`config.mk`:
```
export PLATFORM = sky130hd
export DESIGN_NAME = jtlabrun_gfxcfg
export DESIGN_NICKNAME = d
export VERILOG_FILES = /design/src/rtl/jtlabrun_gfxcfg_pkg.sv /design/src/rtl/jtlabrun_irqgen.sv /design/src/rtl/jtlabrun_gfxcfg.sv
export SDC_FILE = /design/constraint.sdc
export NUM_CORES = 1
export LEC_CHECK = 0
export CAP_MARGIN = 20
export CORE_MARGIN = 2
export CORE_UTILIZATION = 40
export DETAILED_ROUTE_END_ITERATION = 8
export DONT_BUFFER_PORTS = 1
export HOLD_SLACK_MARGIN = 0.15
export SLEW_MARGIN = 20
export SYNTH_ARGS = -nofsm -noshare
export SYNTH_HDL_FRONTEND = slang
export SYNTH_SLANG_ARGS = --single-unit
```
`constraint.sdc`:
```
create_clock -name clk -period 3.75 [get_ports clk]
set_input_delay 0.75 -clock clk [delete_from_list [all_inputs] [get_ports clk]]
set_output_delay 0.75 -clock clk [all_outputs]
set_load 0.01 [all_outputs]
```
`src/rtl/jtlabrun_gfxcfg_pkg.sv`:
```
// Shared constants for the Labyrinth Runner video config block:
// register indices within the 8-byte config bank, bit positions
// inside the interrupt/flip register, and the IRQ state encoding.
package jtlabrun_gfxcfg_pkg;

  localparam logic [2:0] REG_SCRXL = 3'd0;
  localparam logic [2:0] REG_SCRXH = 3'd1;
  localparam logic [2:0] REG_SCRY  = 3'd2;
  localparam logic [2:0] REG_CTL3  = 3'd3;
  localparam logic [2:0] REG_CTL4  = 3'd4;
  localparam logic [2:0] REG_CTL5  = 3'd5;
  localparam logic [2:0] REG_CTL6  = 3'd6;
  localparam logic [2:0] REG_INT   = 3'd7;

  localparam int INT_NMI  = 0;
  localparam int INT_IRQ  = 1;
  localparam int INT_FLIP = 3;

  typedef enum logic {
    IRQ_IDLE   = 1'b0,
    IRQ_ASSERT = 1'b1
  } irq_state_e;

endpackage

```
`src/rtl/jtlabrun_irqgen.sv`:
```
// Blanking edge detectors plus the IRQ (per frame) and NMI (every
// NMI_LINES lines) generators. NMI generation only exists when the
// JTLABRUN_NMI_EN macro is defined; otherwise gfx_nmin is tied high.
// The LHBL falling-edge strobe is exported so the parent can reuse it
// for the scroll double-buffer instead of keeping a second detector.
module jtlabrun_irqgen
  import jtlabrun_gfxcfg_pkg::*;
#(
  parameter int NMI_LINES = 32
) (
  input  logic       clk,
  input  logic       rst,
  input  logic       LHBL,
  input  logic       LVBL,
  input  logic [8:0] vdump,
  input  logic       irq_en,
  input  logic       nmi_en,
  input  logic       r7_wr,
  input  logic       r7_din1,
  output logic       lhbl_fall,
  output logic       gfx_irqn,
  output logic       gfx_nmin
);

  logic lhbl_q, lhbl_d;
  logic lvbl_q, lvbl_d;
  logic armed_q, armed_d;
  logic lvbl_fall, lvbl_rise;
  logic irq_clr;
  irq_state_e state_q, state_d;

  // Edge history samples the blanking lines; armed stays low for the
  // first clock after reset so a line already low at release is not
  // mistaken for a fresh falling edge.
  always_comb begin
    lhbl_d  = LHBL;
    lvbl_d  = LVBL;
    armed_d = 1'b1;
  end

  // Edge-detector history registers, history resets to the idle level.
  always_ff @(posedge clk or posedge rst) begin
    if (rst) begin
      lhbl_q  <= 1'b1;
      lvbl_q  <= 1'b1;
      armed_q <= 1'b0;
    end else begin
      lhbl_q  <= lhbl_d;
      lvbl_q  <= lvbl_d;
      armed_q <= armed_d;
    end
  end

  assign lhbl_fall = armed_q & lhbl_q & ~LHBL;
  assign lvbl_fall = armed_q & lvbl_q & ~LVBL;
  assign lvbl_rise = armed_q & ~lvbl_q & LVBL;
  assign irq_clr   = r7_wr & ~r7_din1;

  // IRQ next state: a CPU write clearing irq_en overrides a
  // coincident start of vertical blank.
  always_comb begin
    state_d = state_q;
    case (state_q)
      IRQ_IDLE:   if (lvbl_fall && irq_en && !irq_clr) state_d = IRQ_ASSERT;
      IRQ_ASSERT: if (irq_clr || lvbl_rise) state_d = IRQ_IDLE;
      default:    state_d = IRQ_IDLE;
    endcase
  end

  // IRQ state register.
  always_ff @(posedge clk or posedge rst) begin
    if (rst) state_q <= IRQ_IDLE;
    else     state_q <= state_d;
  end

  assign gfx_irqn = (state_q != IRQ_ASSERT);

`ifdef JTLABRUN_NMI_EN
  localparam int NMI_W = $clog2(NMI_LINES);

  logic nmi_q, nmi_d;
  logic line_hit;
  logic unused_vdump;

  assign unused_vdump = &{1'b0, vdump[8:NMI_W]};
  assign line_hit     = (vdump[NMI_W-1:0] == '0);

  // NMI lasts one line: latched at each line start, dropped as soon
  // as nmi_en goes away.
  always_comb begin
    nmi_d = nmi_q;
    if (!nmi_en)        nmi_d = 1'b0;
    else if (lhbl_fall) nmi_d = line_hit;
  end

  // NMI request register.
  always_ff @(posedge clk or posedge rst) begin
    if (rst) nmi_q <= 1'b0;
    else     nmi_q <= nmi_d;
  end

  assign gfx_nmin = ~(nmi_q & nmi_en);
`else
  logic unused_nmi;

  assign unused_nmi = &{1'b0, nmi_en, vdump};
  assign gfx_nmin   = 1'b1;
`endif

endmodule

```
`src/rtl/jtlabrun_gfxcfg.sv`:
```
// CPU-facing config register bank of the Labyrinth Runner video chip.
// Decodes the config page of gfx_cs, holds scroll/control/flip
// registers, double-buffers scroll at each line start and drives the
// IRQ/NMI lines. Optional NMI generation: define JTLABRUN_NMI_EN.
module jtlabrun_gfxcfg
  import jtlabrun_gfxcfg_pkg::*;
#(
  parameter int NMI_LINES = 32
) (
  input  logic        clk,
  input  logic        rst,
  input  logic        cpu_cen,
  input  logic        cs,
  input  logic [13:0] addr,
  input  logic        rnw,
  input  logic [7:0]  din,
  output logic [7:0]  dout,
  input  logic        LHBL,
  input  logic        LVBL,
  input  logic [8:0]  vdump,
  output logic [8:0]  scrx,
  output logic [7:0]  scry,
  output logic [7:0]  ctl3,
  output logic [7:0]  ctl4,
  output logic [7:0]  ctl5,
  output logic [7:0]  ctl6,
  output logic        flip,
  output logic        gfx_irqn,
  output logic        gfx_nmin
);

  logic       cfg_hit;
  logic       cfg_wr;
  logic [2:0] reg_sel;
  logic       r7_wr;
  logic       lhbl_fall;
  logic       unused_addr;

  logic [7:0] regs_q [8];
  logic [7:0] regs_d [8];
  logic [8:0] scrx_q, scrx_d;
  logic [7:0] scry_q, scry_d;
  logic [7:0] dout_q, dout_d;

  // Only addr[2:0] selects a register, so the bank mirrors every 8 bytes.
  assign cfg_hit     = cs & (addr[13:12] == 2'd0) & (addr[11:8] == 4'd0);
  assign reg_sel     = addr[2:0];
  assign cfg_wr      = cfg_hit & ~rnw & cpu_cen;
  assign r7_wr       = cfg_wr & (reg_sel == REG_INT);
  assign unused_addr = &{1'b0, addr[7:3]};

  // Register bank update; R1 only implements its scroll MSB.
  always_comb begin
    regs_d = regs_q;
    if (cfg_wr) regs_d[reg_sel] = din;
    regs_d[REG_SCRXH][7:1] = 7'd0;
  end

  // Register bank storage.
  always_ff @(posedge clk or posedge rst) begin
    if (rst) begin
      for (int i = 0; i < 8; i++) regs_q[i] <= 8'd0;
    end else begin
      regs_q <= regs_d;
    end
  end

  // Active scroll copies the shadows at line start; a write in that
  // same cycle is not yet in regs_q, so it shows one line later.
  always_comb begin
    scrx_d = scrx_q;
    scry_d = scry_q;
    if (lhbl_fall) begin
      scrx_d = {regs_q[REG_SCRXH][0], regs_q[REG_SCRXL]};
      scry_d = regs_q[REG_SCRY];
    end
  end

  // Registered readback, idle bus value outside the config page.
  always_comb begin
    dout_d = cfg_hit ? regs_q[reg_sel] : 8'hFF;
  end

  // Active scroll and readback registers.
  always_ff @(posedge clk or posedge rst) begin
    if (rst) begin
      scrx_q <= 9'd0;
      scry_q <= 8'd0;
      dout_q <= 8'hFF;
    end else begin
      scrx_q <= scrx_d;
      scry_q <= scry_d;
      dout_q <= dout_d;
    end
  end

  assign scrx = scrx_q;
  assign scry = scry_q;
  assign dout = dout_q;
  assign ctl3 = regs_q[REG_CTL3];
  assign ctl4 = regs_q[REG_CTL4];
  assign ctl5 = regs_q[REG_CTL5];
  assign ctl6 = regs_q[REG_CTL6];
  assign flip = regs_q[REG_INT][INT_FLIP];

  jtlabrun_irqgen #(
    .NMI_LINES (NMI_LINES)
  ) u_irqgen (
    .clk       (clk),
    .rst       (rst),
    .LHBL      (LHBL),
    .LVBL      (LVBL),
    .vdump     (vdump),
    .irq_en    (regs_q[REG_INT][INT_IRQ]),
    .nmi_en    (regs_q[REG_INT][INT_NMI]),
    .r7_wr     (r7_wr),
    .r7_din1   (din[INT_IRQ]),
    .lhbl_fall (lhbl_fall),
    .gfx_irqn  (gfx_irqn),
    .gfx_nmin  (gfx_nmin)
  );

endmodule

```
==> results.md <==
* Die width at 105 um
* Yosys synthesis warning count at 0
* Vias per cell at 5.40
* Clock latency on the worst-skew pair at 0.35 ns
* Startpoint Class: input port
* DR DRC count at 0
* Slew @ Worst Pin at 0.992 ns
* Cells after Synth at 295
* Crit share post-route at 59.1%
* Number of buffers created by CTS at 9
* Hold crit path type: in2async
* Row count at 36
* 1st-pass router iterations at 4
* Port buffer count at 0
* Final slew viol count at 0
* Clock Sinks at 86
* DR WL/cell at 22.1 um
* R2R Path Start: u_irqgen.lhbl_q$_DFF_PP1_
* Post-synthesis cell area at 4040 um^2
* Met3 routed WL at 673 um
* Resize count post-CTS at 0
* Core Area at 9770 um^2
* Worst Setup SP: addr[11]
* First-pass GRT wire length at 13800 um
* Sequential share of the synthesized area at 53.6%
* Max Clock Skew at 0.00773 ns
* Chip Height at 105 um
* Pre-CTS setup slack at 1.23 ns
* Number of routed nets with antenna violations at 0
* Synthesized flop and latch total at 86
* Via Count at 2165
* Fin crit period at 2.22 ns
* Max-Cap Viols at 0
* Final hold violations at 0
* Root buffer cell: clkbuf_8
* Crit path buf inv count at 0
* Status: finished, final reports clean
* Layout cells sized above 1 at 43.7%
* Data required time of the worst path at 3.98 ns
* Total Power at 0.00164 W
* # nets final at 301
* Max rail drop VDD at 0.195 mV
* Pleak at 2.00 nW
* Setup_tns at 0 ns
* Initial antenna violation count at 0
* CTS tree: done
* GP Congestion at 0.741
* Fmax at 451 MHz
* Io pins at 98
* Crit Path Category: in2reg
* Setup ws final at 1.53 ns
* H-tree Lvls at 3
* Max incr delay on CP at 0.57 ns
* Setup crit end kind: flip-flop
* CP max FO at 8
* WL met2 at 4140 um
* Cell Pwr Density at 400 nW/um^2
* Arr. time, crit path at 2.45 ns
* Tot GR Track Use at 16.8%
* Clock transition at path regs at 0.08 ns
* Pin count of the biggest net entering global routing at 37
* Endpoints failing setup at 0
* Starting Density at 41.3%
* Sequential Area at 2160 um^2
* Post-CTS Hold Buffers at 0
* Hold Slack at 0.224 ns
* Detailed Route WL at 8870 um
* Post-DP HPWL at 5980 um
* Metal-1 WL at 4010 um
* CP delay by family, top: simple AND/OR/NAND/NOR gates
* Library cells used by synthesis at 42
* Post-CTS setup buffer count at 0
* Footprint of the multi-input gates at 1550 um^2
* Iter 0 DRT Violations at 38
* Unrepaired setup endpoints after global routing: no
* Die area at 10900 um^2
* Number of global-route vias before repair at 2323
* Uppermost layer routed: met4
* Global route total overflow at 0
* Filler Cell Count at 941
* Syn Area/Cell at 13.7 um^2
* Crit-path cells: nor3_1, nand4_2, and2b_1, mux2_2
* Relative slew slack at 33.6%
* Slowest CP cell: and2b_1
* Clock Tree Buf Depth at 2
* # diodes at 0
* Layout area overhead at 1.24%
synthesized netlist by cell type:
| cell | instances | area [um^2] |
|---|---|---|
| nand2b_1 | 2 | 12.5 |
| a2bb2oi_1 | 1 | 8.76 |
| buf_4 | 36 | 270 |
| and2_1 | 2 | 12.5 |
| a21oi_1 | 5 | 25.0 |
| or2_1 | 1 | 6.26 |
| nor2_1 | 4 | 15.0 |
| nand2_1 | 12 | 45.0 |
| nand4_2 | 1 | 12.5 |
| nor4b_4 | 1 | 23.8 |
| dfrtp_1 | 76 | 1900 |
| a211o_1 | 1 | 8.76 |
| mux2_2 | 74 | 833 |
| clkbuf_1 | 2 | 7.51 |
| nand2_4 | 3 | 33.8 |
| nand3b_1 | 2 | 15.0 |
| o2111ai_1 | 1 | 8.76 |
| nand4b_1 | 1 | 8.76 |
| inv_1 | 2 | 7.51 |
| a22oi_1 | 5 | 37.5 |
| nor2b_1 | 3 | 18.8 |
| nand3_4 | 1 | 17.5 |
| a31oi_1 | 1 | 6.26 |
| buf_6 | 1 | 11.3 |
| nand3_1 | 4 | 20.0 |
| o221ai_1 | 1 | 8.76 |
| conb_1 | 1 | 3.75 |
| and2b_1 | 1 | 7.51 |
| mux2i_1 | 5 | 50.1 |
| o21ai_0 | 4 | 20.0 |
| mux2_4 | 8 | 120 |
| mux4_2 | 3 | 67.6 |
| a221oi_1 | 2 | 17.5 |
| dfstp_2 | 10 | 263 |
| nor2_2 | 1 | 6.26 |
| and3_1 | 1 | 6.26 |
| or3_1 | 1 | 6.26 |
| a22o_1 | 3 | 26.3 |
| nor3_1 | 2 | 10.0 |
| o211ai_1 | 2 | 15.0 |
| and4b_1 | 1 | 10.0 |
| buf_2 | 7 | 35.0 |
state kept, by name, indices dropped and copies added, names as in the netlist:
| register | count |
|---|---|
| regs_q | 24 |
| scrx | 9 |
| ctl3 | 8 |
| ctl4 | 8 |
| ctl5 | 8 |
| ctl6 | 8 |
| dout | 8 |
| scry | 8 |
| flip | 1 |
| u_irqgen.armed_q | 1 |
| u_irqgen.lhbl_q | 1 |
| u_irqgen.lvbl_q | 1 |
| u_irqgen.state_q | 1 |
layout by cell type, fill, tap and decap left out, types with 4 or more instances in the layout:
cell type,Yosys,layout
clkbuf_8,0,10
a22oi_1,5,5
a21oi_1,5,5
nand2_1,12,12
nand3_1,4,4
dfstp_2,10,10
o21ai_0,4,4
dfrtp_1,76,76
clkbuf_1,2,4
mux2i_1,5,5
nor2_1,4,4
mux2_4,8,8
mux2_2,74,74
metrics by stage:
stage	utilization, %	instances	instance area (um^2)
2_1_floorplan	-	296	4050
3_3_place_gp	39.9	385	3900
3_5_place_dp	39.9	385	3900
4_1_cts	41.9	401	4090
5_1_grt	41.9	401	4090
6_report	41.9	401	4090
area by class of cell:
| class | instances | area share [%] |
|---|---|---|
| multi-input combinational | 162 | 37.9 |
| tap | 133 | 4.07 |
| inverter | 2 | 0.214 |
| timing repair buffer | 2 | 0.367 |
| sequential | 86 | 52.9 |
| clock buffer | 14 | 3.73 |
| clock inverter | 2 | 0.856 |
power by group:
| group | switching [W] | internal, W |
|---|---|---|
| combinational | 0.0000353 | 0.0000217 |
| clock | 0.000304 | 0.000327 |
| sequential | 0.0000103 | 0.000939 |
path summary, 6_finish.rpt:
check                                            end  slack (ns)  cells after the start
max reg2reg                      scry[0]$_DFFE_PP0P_        1.89                      2
min reg2reg                    regs_q[2]$_DFFE_PP0P_        0.51                      1
max                              ctl5[6]$_DFFE_PP0P_        1.53                      4
max in group asynchronous          dout[6]$_DFF_PP1_        2.72                      2
min                              scry[4]$_DFFE_PP0P_        0.22                      1
min in group clk           u_irqgen.lhbl_q$_DFF_PP1_        0.39                      0
per-layer routing:
layer  vias up  global-route usage [%]
met5         -                       0
met4         0                    4.83
met3         4                    6.08
met2        74                    26.1
met1      1133                    22.1
li1        954                       -
kinds of logic after synthesis:
family | Yosys count | share of synthesized area [%]
other | 1 | 0.0928
AND/OR/NAND/NOR | 44 | 7.12
AO/OA/AOI/OAI | 26 | 4.52
multiplexers | 90 | 26.5
flip-flops | 86 | 53.6
buffers and inverters | 48 | 8.20
(Power assumes the default switching activity.)
